## src/rtl/laser500_memmap_if.sv

```systemverilog
// Bus bundle between the mapper, the T80s CPU bus, the SDRAM controller and the
// memory-mapped I/O block.
interface laser500_memmap_if;
  logic [15:0] cpu_addr;
  logic [7:0]  cpu_dout;
  logic        cpu_mreq_n;
  logic        cpu_iorq_n;
  logic        cpu_rd_n;
  logic        cpu_wr_n;
  logic        cpu_m1_n;
  logic [7:0]  cpu_din;
  logic        cpu_wait_n;
  logic [24:0] sdram_addr;
  logic [7:0]  sdram_din;
  logic        sdram_we;
  logic        sdram_req;
  logic        sdram_ack;
  logic [7:0]  sdram_dout;
  logic        mmio_sel;
  logic        mmio_we;
  logic [7:0]  mmio_din;
  logic        timeout_err;

  modport slave (
    input  cpu_addr, cpu_dout, cpu_mreq_n, cpu_iorq_n, cpu_rd_n, cpu_wr_n, cpu_m1_n,
    input  sdram_ack, sdram_dout, mmio_din,
    output cpu_din, cpu_wait_n, sdram_addr, sdram_din, sdram_we, sdram_req,
    output mmio_sel, mmio_we, timeout_err
  );

  modport master (
    output cpu_addr, cpu_dout, cpu_mreq_n, cpu_iorq_n, cpu_rd_n, cpu_wr_n, cpu_m1_n,
    output sdram_ack, sdram_dout, mmio_din,
    input  cpu_din, cpu_wait_n, sdram_addr, sdram_din, sdram_we, sdram_req,
    input  mmio_sel, mmio_we, timeout_err
  );
endinterface

```

## src/rtl/laser500_memmap.sv

```systemverilog
// Laser 500 memory/IO mapper: four 16 KB bank registers, ROM write protection,
// memory-mapped I/O page decode and a req/ack SDRAM handshake that stalls the CPU.
module laser500_memmap #(
  parameter logic [15:0] RESET_BANKS    = 16'h7410,
  parameter logic [3:0]  ROM_LAST_PAGE  = 4'd1,
  parameter logic [3:0]  IO_PAGE        = 4'd2,
  parameter logic [3:0]  RAM_FIRST_PAGE = 4'd4,
  parameter logic [3:0]  RAM_LAST_PAGE  = 4'd7,
  parameter int unsigned ACK_TIMEOUT    = 63
) (
  input logic              F14M,
  input logic              RESET_n,
  laser500_memmap_if.slave bus
);

  localparam int CNT_W = $clog2(ACK_TIMEOUT + 1);
  localparam logic [CNT_W-1:0] CNT_LAST = CNT_W'(ACK_TIMEOUT - 1);

  typedef enum logic [1:0] {IDLE, REQ, HOLD} state_t;

  state_t           state, state_nxt;
  logic [3:0][3:0]  banks, banks_nxt;
  logic [7:0]       cpu_din, cpu_din_nxt;
  logic             cpu_wait_n, cpu_wait_n_nxt;
  logic [24:0]      sdram_addr, sdram_addr_nxt;
  logic [7:0]       sdram_din, sdram_din_nxt;
  logic             sdram_we, sdram_we_nxt;
  logic             sdram_req, sdram_req_nxt;
  logic             mmio_sel, mmio_sel_nxt;
  logic             mmio_we, mmio_we_nxt;
  logic             timeout_err, timeout_err_nxt;
  logic [CNT_W-1:0] cnt, cnt_nxt;

  logic       is_wr, mem_start, io_start, bank_port;
  logic       is_rom, is_io_page, is_ram;
  logic [3:0] page;

  // Interrupt acknowledge (iorq_n and m1_n both low) never counts as an I/O access.
  assign is_wr      = !bus.cpu_wr_n;
  assign mem_start  = !bus.cpu_mreq_n && (!bus.cpu_rd_n || !bus.cpu_wr_n);
  assign io_start   = !bus.cpu_iorq_n && bus.cpu_m1_n && (!bus.cpu_rd_n || !bus.cpu_wr_n);
  assign bank_port  = (bus.cpu_addr[7:2] == 6'b010000);
  assign page       = banks[bus.cpu_addr[15:14]];
  assign is_rom     = (page <= ROM_LAST_PAGE);
  assign is_io_page = (page == IO_PAGE);
  assign is_ram     = (page >= RAM_FIRST_PAGE) && (page <= RAM_LAST_PAGE);

  always_ff @(posedge F14M or negedge RESET_n) begin
    if (!RESET_n) begin
      state       <= IDLE;
      banks       <= RESET_BANKS;
      cpu_din     <= 8'hFF;
      cpu_wait_n  <= 1'b1;
      sdram_addr  <= '0;
      sdram_din   <= '0;
      sdram_we    <= 1'b0;
      sdram_req   <= 1'b0;
      mmio_sel    <= 1'b0;
      mmio_we     <= 1'b0;
      timeout_err <= 1'b0;
      cnt         <= '0;
    end else begin
      state       <= state_nxt;
      banks       <= banks_nxt;
      cpu_din     <= cpu_din_nxt;
      cpu_wait_n  <= cpu_wait_n_nxt;
      sdram_addr  <= sdram_addr_nxt;
      sdram_din   <= sdram_din_nxt;
      sdram_we    <= sdram_we_nxt;
      sdram_req   <= sdram_req_nxt;
      mmio_sel    <= mmio_sel_nxt;
      mmio_we     <= mmio_we_nxt;
      timeout_err <= timeout_err_nxt;
      cnt         <= cnt_nxt;
    end
  end

  always_comb begin
    state_nxt       = state;
    banks_nxt       = banks;
    cpu_din_nxt     = cpu_din;
    cpu_wait_n_nxt  = cpu_wait_n;
    sdram_addr_nxt  = sdram_addr;
    sdram_din_nxt   = sdram_din;
    sdram_we_nxt    = sdram_we;
    sdram_req_nxt   = sdram_req;
    mmio_sel_nxt    = 1'b0;
    mmio_we_nxt     = 1'b0;
    timeout_err_nxt = 1'b0;
    cnt_nxt         = cnt;

    // The I/O block answers while its strobe is high; capture it on that cycle.
    if (mmio_sel && !mmio_we) cpu_din_nxt = bus.mmio_din;

    unique case (state)
      IDLE: begin
        if (mem_start) begin
          state_nxt = HOLD;
          if (is_ram || (is_rom && !is_wr)) begin
            state_nxt      = REQ;
            sdram_req_nxt  = 1'b1;
            sdram_we_nxt   = is_wr;
            sdram_addr_nxt = {7'd0, page, bus.cpu_addr[13:0]};
            sdram_din_nxt  = bus.cpu_dout;
            cpu_wait_n_nxt = 1'b0;
            cnt_nxt        = '0;
          end else if (is_io_page) begin
            mmio_sel_nxt = 1'b1;
            mmio_we_nxt  = is_wr;
          end else if (!is_rom && !is_wr) begin
            cpu_din_nxt = 8'hFF;
          end
        end else if (io_start) begin
          state_nxt = HOLD;
          if (bank_port) begin
            if (is_wr) banks_nxt[bus.cpu_addr[1:0]] = bus.cpu_dout[3:0];
            else       cpu_din_nxt = {4'h0, banks[bus.cpu_addr[1:0]]};
          end else if (!is_wr) begin
            cpu_din_nxt = 8'hFF;
          end
        end
      end
      REQ: begin
        if (bus.sdram_ack) begin
          state_nxt      = HOLD;
          sdram_req_nxt  = 1'b0;
          sdram_we_nxt   = 1'b0;
          cpu_wait_n_nxt = 1'b1;
          if (!sdram_we) cpu_din_nxt = bus.sdram_dout;
        end else if (cnt == CNT_LAST) begin
          state_nxt       = HOLD;
          sdram_req_nxt   = 1'b0;
          sdram_we_nxt    = 1'b0;
          cpu_wait_n_nxt  = 1'b1;
          cpu_din_nxt     = 8'hFF;
          timeout_err_nxt = 1'b1;
        end else begin
          cnt_nxt = cnt + 1'b1;
        end
      end
      HOLD: begin
        // One request per bus cycle: wait for the CPU to drop its strobes.
        if (bus.cpu_mreq_n && bus.cpu_iorq_n) state_nxt = IDLE;
      end
      default: state_nxt = IDLE;
    endcase
  end

  assign bus.cpu_din     = cpu_din;
  assign bus.cpu_wait_n  = cpu_wait_n;
  assign bus.sdram_addr  = sdram_addr;
  assign bus.sdram_din   = sdram_din;
  assign bus.sdram_we    = sdram_we;
  assign bus.sdram_req   = sdram_req;
  assign bus.mmio_sel    = mmio_sel;
  assign bus.mmio_we     = mmio_we;
  assign bus.timeout_err = timeout_err;

endmodule

```

## src/flat_wrapper.sv

```systemverilog
// flat-port wrapper written by rule: the top's interface ports become plain ports
module laser500_memmap_flat 
#(
  parameter logic [15:0] RESET_BANKS    = 16'h7410,
  parameter logic [3:0]  ROM_LAST_PAGE  = 4'd1,
  parameter logic [3:0]  IO_PAGE        = 4'd2,
  parameter logic [3:0]  RAM_FIRST_PAGE = 4'd4,
  parameter logic [3:0]  RAM_LAST_PAGE  = 4'd7,
  parameter int unsigned ACK_TIMEOUT    = 63
)
  (F14M, RESET_n, bus_cpu_addr, bus_cpu_dout, bus_cpu_mreq_n, bus_cpu_iorq_n, bus_cpu_rd_n, bus_cpu_wr_n, bus_cpu_m1_n, bus_sdram_ack, bus_sdram_dout, bus_mmio_din, bus_cpu_din, bus_cpu_wait_n, bus_sdram_addr, bus_sdram_din, bus_sdram_we, bus_sdram_req, bus_mmio_sel, bus_mmio_we, bus_timeout_err);
  laser500_memmap_if bus_i ();
  input logic F14M;
  input logic RESET_n;
  input wire logic [$bits(bus_i.cpu_addr)-1:0] bus_cpu_addr;
  input wire logic [$bits(bus_i.cpu_dout)-1:0] bus_cpu_dout;
  input wire logic [$bits(bus_i.cpu_mreq_n)-1:0] bus_cpu_mreq_n;
  input wire logic [$bits(bus_i.cpu_iorq_n)-1:0] bus_cpu_iorq_n;
  input wire logic [$bits(bus_i.cpu_rd_n)-1:0] bus_cpu_rd_n;
  input wire logic [$bits(bus_i.cpu_wr_n)-1:0] bus_cpu_wr_n;
  input wire logic [$bits(bus_i.cpu_m1_n)-1:0] bus_cpu_m1_n;
  input wire logic [$bits(bus_i.sdram_ack)-1:0] bus_sdram_ack;
  input wire logic [$bits(bus_i.sdram_dout)-1:0] bus_sdram_dout;
  input wire logic [$bits(bus_i.mmio_din)-1:0] bus_mmio_din;
  output wire logic [$bits(bus_i.cpu_din)-1:0] bus_cpu_din;
  output wire logic [$bits(bus_i.cpu_wait_n)-1:0] bus_cpu_wait_n;
  output wire logic [$bits(bus_i.sdram_addr)-1:0] bus_sdram_addr;
  output wire logic [$bits(bus_i.sdram_din)-1:0] bus_sdram_din;
  output wire logic [$bits(bus_i.sdram_we)-1:0] bus_sdram_we;
  output wire logic [$bits(bus_i.sdram_req)-1:0] bus_sdram_req;
  output wire logic [$bits(bus_i.mmio_sel)-1:0] bus_mmio_sel;
  output wire logic [$bits(bus_i.mmio_we)-1:0] bus_mmio_we;
  output wire logic [$bits(bus_i.timeout_err)-1:0] bus_timeout_err;
  assign bus_i.cpu_addr = bus_cpu_addr;
  assign bus_i.cpu_dout = bus_cpu_dout;
  assign bus_i.cpu_mreq_n = bus_cpu_mreq_n;
  assign bus_i.cpu_iorq_n = bus_cpu_iorq_n;
  assign bus_i.cpu_rd_n = bus_cpu_rd_n;
  assign bus_i.cpu_wr_n = bus_cpu_wr_n;
  assign bus_i.cpu_m1_n = bus_cpu_m1_n;
  assign bus_i.sdram_ack = bus_sdram_ack;
  assign bus_i.sdram_dout = bus_sdram_dout;
  assign bus_i.mmio_din = bus_mmio_din;
  assign bus_cpu_din = bus_i.cpu_din;
  assign bus_cpu_wait_n = bus_i.cpu_wait_n;
  assign bus_sdram_addr = bus_i.sdram_addr;
  assign bus_sdram_din = bus_i.sdram_din;
  assign bus_sdram_we = bus_i.sdram_we;
  assign bus_sdram_req = bus_i.sdram_req;
  assign bus_mmio_sel = bus_i.mmio_sel;
  assign bus_mmio_we = bus_i.mmio_we;
  assign bus_timeout_err = bus_i.timeout_err;
  laser500_memmap #(.RESET_BANKS(RESET_BANKS), .ROM_LAST_PAGE(ROM_LAST_PAGE), .IO_PAGE(IO_PAGE), .RAM_FIRST_PAGE(RAM_FIRST_PAGE), .RAM_LAST_PAGE(RAM_LAST_PAGE), .ACK_TIMEOUT(ACK_TIMEOUT)) u_core (.F14M(F14M), .RESET_n(RESET_n), .bus(bus_i));
endmodule
```

## config.mk

```make
export PLATFORM = sky130hd
export DESIGN_NAME = laser500_memmap_flat
export DESIGN_NICKNAME = d
export VERILOG_FILES = /design/src/rtl/laser500_memmap_if.sv /design/src/rtl/laser500_memmap.sv /design/src/flat_wrapper.sv
export SDC_FILE = /design/constraint.sdc
export NUM_CORES = 1
export LEC_CHECK = 0
export ABC_CLOCK_PERIOD_IN_PS = 1900
export BUFFER_PORTS_ARGS = -buffer_cell sky130_fd_sc_hd__buf_2
export CAP_MARGIN = 20
export CORE_ASPECT_RATIO = 0.75
export CORE_MARGIN = 3
export CORE_UTILIZATION = 47
export DETAILED_ROUTE_END_ITERATION = 8
export PLACE_DENSITY = 0.76
export SLEW_MARGIN = 10
export SYNTH_ARGS = -nofsm -noshare
export SYNTH_HDL_FRONTEND = slang
export SYNTH_SLANG_ARGS = --single-unit
export TNS_END_PERCENT = 30
```

## constraint.sdc

```tcl
create_clock -name F14M -period 1.9 [get_ports F14M]
set_input_delay 0 -clock F14M [delete_from_list [all_inputs] [get_ports F14M]]
set_output_delay 0 -clock F14M [all_outputs]
set_load 0.02 [all_outputs]
```

==> impl_metrics.toml, run 1 <==
[run_status]
outcome = "complete, but fails checks"
failed_checks = "negative setup slack"

[timing]
drv_slew = 0
fin_worst_skew_ns = 0.00840
final.setup.worst_slack_ns = -0.0187
rsz0062_at_grt = "true"
timing.fmax_mhz = 521
setup_viol = 1
report.final.hold_viol_count = 0
fin_crit_sh = 1.01
min_period_ns = 1.92
finalSetupTns_ns = -0.0187

[yosys]
ys.flop_type = "dfrtp_1"
synth-seq-cells = 64
synth_top_family_by_area = "simple AND/OR/NAND/NOR gates"
synth-xor-area-share = 0.0102
synthTopCellsByArea = "dfrtp_1 36%, dfstp_2 11%, nand2_1 10%"
async_flop_share = 1.00
yosysMostFrequentCell = "nand2_1"
yosysTopAreaCellShare = 0.364
synth_common_cells = "93 x nand2_1, 50 x dfrtp_1, 19 x mux2_2"
synth-simple-area-share = 0.205
synth-compound-area-share = 0.114
synth_cells = 336
synth_fa_ha_area_frac = 0.00728
synth_seq_area_share = 0.471
synth.distinct_cells = 56
yosysTopAreaCell = "dfrtp_1"
netlist_area_sq_mm = 0.00344
postSynthAreaPerCell_sq_um = 10.2
yosysWarnings = 0
synth_edf_count = 0
muxShareOfSynthArea = 0.134

[placed_design]
io_buffers = 87
hpwl_um = 5830
finalWeightedCongestion = 0.860
dpl-instance-area_sq_mm = 0.00395
place_ws_ns = 0.0705

[clock_tree]
clock-sinks = 64
cts_max_level = 3
cts_root_buffer = "clkbuf_8"
path_clk_slew_ns = 0.08
tritoncts = "yes"
ctsLongestPathBuffers = 2
clkLatencyLatePin_ns = 0.34
cts_buffers = 9

[worst_setup_path]
r2r-start = "u_core.banks[15]"
crit_required_ns = 2.17
r2r_end = "u_core.bus.mmio_we"
ff2ff_path_depth = 5
arrival_ns = 2.19
cp-startpoint = "u_core.banks[15]"
crit_buf_inv = 1
critPathCaptureType = "flip-flop"
cpPeakStageDelay_ns = 0.53
cpLargestDelayFamily = "simple AND/OR/NAND/NOR gates"
slowest_stage = "mux4_2"
critical_path_class = "reg -> reg"
start_kind = "flip-flop"
crit_chain = "mux4_2, nor4_4, buf_4, nor3b_2, nor2b_1"
ff2ff_setup_slack_ns = -0.02
critPathMaxFanout = 5

[global_route]
grt_usage = 0.217
grt_pass1_vias = 2871
grt_pass1_wl_um = 14400
overflow = 0
grt_max_degree = 65
antenna_found_initial = 0

[final_layout]
synthToLayoutAreaGrowth_pct = 29.8
drive_above_1_share = 0.365
finalNetCount = 505
antenna_cells = 0
stdcell_area_sq_mm = 0.00447

[route]
routed.top_layer = "met4"
wl_met2_um = 4370
wl_met1_um = 3920
routed_wl_um = 8970
vias = 2974
route.met3.wl_um = 580
vias_per_cell = 5.33
drt_drc_violations_left = 0
drt_iter0_markers = 160
firstDrtPassIters = 4
wl_per_cell_um = 16.1
antenna_left = 0

[floorplan]
fp.dieW_um = 105
row_count = 26
dieArea_sq_mm = 0.00839
placeableCoreArea_sq_mm = 0.00696
die_height_um = 80.1
ios = 95
start_util = 0.494

[min_path]
min_to = "u_core.bus.sdram_addr[0]"
hold_class = "in -> reg"
min-delay-start = "bus_cpu_addr[0]"
min_path_cells = 3

[power]
total_power_w = 0.00519
p_leak_nw = 2.24
power_density_mw_per_mm2 = 1160
vdd_ir_drop_max_v = 0.000711

[job]
drv_cap = 0
==> worst max-delay path by stage <==
stage | to | slack (ns) | cells after the start
after global routing | u_core.bus.mmio_we | -0.09 | 5
final | u_core.bus.mmio_we | -0.02 | 5
after floorplan | u_core.bus.cpu_din[7] | 0.08 | 6
after CTS | u_core.bus.sdram_addr[5] | 0.04 | 5
after detailed placement | u_core.bus.sdram_addr[12] | 0.07 | 5
after global placement | u_core.banks[3] | 0.11 | 7
==> through the flow <==
stage	std cells	hold slack (ns)	util
floorplan	342	-0.296	-
global placement	514	0.0368	0.567
detailed placement	514	0.0419	0.567
CTS	555	0.0142	0.634
global route	558	0.0122	0.641
finish	558	0.0195	0.641
==> cell type report <==
class | count | area, sq um
inverters | 7 | 26.3
flip-flops and latches | 64 | 1620
clock buffers | 10 | 128
clock inverters | 6 | 83.8
well taps | 98 | 123
repair buffers | 123 | 793
multi-input cells | 250 | 1690
fillers | 575 | 2500
==> state kept, by name, summed over array words and instances (netlist names) <==
| name | flops |
|---|---|
| u_core.banks | 16 |
| u_core.bus.timeout_err | 1 |
| u_core.bus.mmio_we | 1 |
| u_core.cnt | 6 |
| u_core.bus.sdram_we | 1 |
| u_core.bus.cpu_din | 8 |
| u_core.bus.cpu_wait_n | 1 |
| u_core.bus.mmio_sel | 1 |
| u_core.bus.sdram_addr | 18 |
| u_core.bus.sdram_req | 1 |
| u_core.state | 2 |
| u_core.bus.sdram_din | 8 |
==> where the power goes <==
part / total (W) / switching [W] / internal (W) / leakage, nW
clock: 0.00126 / 0.000523 / 0.000734 / 0.110
sequential: 0.00199 / 0.000210 / 0.00178 / 0.803
combinational: 0.00194 / 0.00122 / 0.000724 / 1.33
total: 0.00519 / 0.00195 / 0.00324 / 2.24
==> worst reg2reg max path: stages, from the launching register on <==
cell     delay [ns]
dfrtp_1        0.39
mux4_2         0.53
nor4_4         0.35
buf_4          0.21
nor3b_2        0.21
nor2b_1        0.16
==> repair_timing <==
item / 4_1_cts / 5_1_grt
endpoints found under the setup margin: 0 / 48
gates resized for setup: 0 / 7
setup buffers: 0 / 1
endpoints found under the hold margin: 104 / 0
hold buffers: 25 / 0
==> cell families after synthesis <==
| kind of cell | Yosys count |
|---|---|
| XOR/XNOR | 4 |
| AND/OR/NAND/NOR | 144 |
| flip-flops | 64 |
| AO/OA/AOI/OAI | 58 |
| adder cells (fa/ha/maj) | 2 |
| buffers and inverters | 30 |
| multiplexers | 33 |
| other | 1 |
==> layer usage <==
| metal | GRT usage | up-vias |
|---|---|---|
| li1 | - | 1401 |
| met1 | 0.279 | 1450 |
| met2 | 0.367 | 113 |
| met3 | 0.0562 | 10 |
| met4 | 0.0590 | 0 |
| met5 | 0 | - |
==> layout by cell type (no fill, tap or decap), types with 4 or more instances in the layout <==
master         Yosys  final
nand2_1           93     93
buf_2              4     87
dfrtp_1           50     50
dlygate4sd3_1      0     25
mux2_2            19     19
a21oi_1           17     17
dfstp_2           14     14
o21ai_0           14     12
nor2_1             9      9
clkbuf_8           0      9
buf_4              9      9
inv_1              7      7
conb_1             1      7
nor2b_1            6      6
mux4_2             6      6
mux2i_1            6      6
nand4_1            5      5
nand2b_1           4      4
xor2_1             4      4
No activity file was read; power rests on OpenSTA's default activity.
==> inputs of run 2 (changes only) <==
==> constraint.sdc (replaced) <==
create_clock -name F14M -period 1.9 [get_ports F14M]
set_input_delay 0 -clock F14M [delete_from_list [all_inputs] [get_ports F14M]]
set_output_delay 0 -clock F14M [all_outputs]
set_load 0.1 [all_outputs]
==> run 2 against run 1 <==
Net effect:
- the run now ends clean
- global-route usage decreased by 1.0 points
- clock skew increased by 0.00062 ns
- total power increased by 34%
- critical endpoint is now u_core.cnt[1]
- largest cell class unchanged
- largest power group is now combinational logic
==> impl_metrics.toml, run 2 (synthesis results as in run 1) <==
[run_status]
outcome = "finished, final reports clean"

[floorplan]
placeableCoreArea_sq_mm = 0.00696
ios = 95
row_count = 26
fp.dieW_um = 105
die_height_um = 80.1
dieArea_sq_mm = 0.00839
start_util = 0.494

[timing]
fin_crit_sh = 0.971
min_period_ns = 1.85
timing.fmax_mhz = 542
slew_headroom = 0.680
setup_viol = 0
worstMarginPinSlew_ns = 0.467
fin_worst_skew_ns = 0.00902
drv_slew = 0
rsz0062_at_grt = "true"
report.final.hold_viol_count = 0

[global_route]
grt_pass1_vias = 2878
grt_pass1_wl_um = 13800
grt_util_met3 = 0.0731
busiest_layer = "met2"
met2_usage = 0.336
grt_max_degree = 45
use_met1 = 0.265
antenna_found_initial = 0
grt_usage = 0.207
overflow = 0

[route]
drt_iter0_markers = 193
wl_per_cell_um = 15.1
vias = 2934
drt_drc_violations_left = 0
antenna_left = 0
firstDrtPassIters = 4
vias_per_cell = 5.29
routed_wl_um = 8410

[min_path]
min_to = "u_core.bus.sdram_addr[0]"
hold_class = "in -> reg"
min-delay-start = "bus_cpu_addr[0]"
min_path_cells = 3

[worst_setup_path]
critPathCaptureType = "flip-flop"
critPathMaxFanout = 30
r2r_end = "u_core.cnt[1]"
ff2ff_setup_slack_ns = 0.05
crit_required_ns = 2.12
r2r-start = "u_core.banks[15]"
critical_path_class = "reg -> reg"
start_kind = "flip-flop"
ff2ff_path_depth = 6
arrival_ns = 2.07

[final_layout]
finalNetCount = 502
drive_above_1_share = 0.365
final_common_cell = "nand2_1"
largest_register_ffs = 18
top_regs = "u_core.bus.sdram_addr x18, u_core.banks x16"
synthToLayoutAreaGrowth_pct = 28.1
antenna_cells = 0
post-route-util = 0.633
layout_common_cells = "93 x nand2_1, 87 x buf_2, 48 x dfrtp_1, 25 x dlygate4sd3_1, 18 x mux2_2"
regMostFlops = "u_core.bus.sdram_addr"

[clock_tree]
clkLatencyLatePin_ns = 0.34
ctsLongestPathBuffers = 2
clock-sinks = 64
path_clk_slew_ns = 0.07
cts_root_buffer = "clkbuf_8"
tritoncts = "yes"
cts_buffers = 9
postCtsSetupBuffers = 0
cts_max_level = 3

[placed_design]
io_buffers = 87
finalWeightedCongestion = 0.905
hpwl_um = 5750

[job]
drv_cap = 0

[power]
vdd_ir_drop_max_v = 0.00161
p_leak_nw = 2.21
power_density_mw_per_mm2 = 1580
total_power_w = 0.00695
## run 2: cell types whose count changed in the layout (fill, tap and decap cells not counted), moves of 2 or more
cell	previous run	this run
buf_4	9	7
bufinv_16	2	0
dfrtp_1	50	48
o21ai_0	12	14
o21ai_1	3	1
## run 2: report_power, final
part | internal [W] | switching (W)
sequential | 0.00178 | 0.000196
combinational | 0.000709 | 0.00326
clock | 0.000503 | 0.000502
## run 2: routing by layer
layer	wire length (um)	up-vias	share of wire
li1	-	1399	-
met2	3960	99	0.47
met4	54	0	0.0064
met3	598	5	0.071
met1	3800	1431	0.45
met5	0	-	0
## run 2: how the worst max path moves through the flow
stage | from | end | slack (ns)
after detailed placement | u_core.banks[5] | u_core.bus.sdram_din[3] | 0.07
after CTS | u_core.banks[15] | u_core.cnt[5] | 0.06
after global routing | u_core.banks[15] | u_core.cnt[1] | -0.04
after global placement | bus_cpu_addr[7] | u_core.banks[1] | 0.09
final | u_core.banks[15] | u_core.cnt[1] | 0.05
after floorplan | u_core.bus.mmio_we | u_core.bus.cpu_din[7] | 0.04
## run 2: layout make-up
| class | instances | area (sq um) |
|---|---|---|
| Sequential cell | 64 | 1620 |
| Multi-Input combinational cell | 249 | 1690 |
| Clock buffer | 12 | 145 |
| Fill cell | 558 | 2550 |
| Timing Repair Buffer | 121 | 778 |
| Clock inverter | 4 | 22.5 |
| Inverter | 7 | 26.3 |
| Tap cell | 98 | 123 |
## run 2: stage by stage
step | std cells | hold WS [ns] | setup slack, ns | area (sq um) | TNS (ns)
floorplan | 342 | -0.296 | 0.0389 | 3490 | 0
global placement | 513 | -0.0107 | 0.0907 | 3970 | 0
detailed placement | 513 | -0.0129 | 0.0711 | 3970 | 0
CTS | 554 | 0.00642 | 0.0555 | 4390 | 0
global route | 555 | 0.0324 | -0.0350 | 4410 | -0.131
finish | 555 | 0.0162 | 0.0550 | 4410 | 0
## run 2: critical path, cell delays in order (launching register included)
cell and delay, ns:
dfrtp_1 0.39, mux4_2 0.54, nor4_4 0.32, o21ai_2 0.13
buf_12 0.19, nand3_1 0.09, o31ai_1 0.07
## run 2: what timing repair did
action / 4_1_cts / 5_1_grt
hold endpoints to repair: 60 / 0
setup endpoints to repair: 0 / 27
hold buffers: 25 / 0
gates resized for setup: 0 / 2
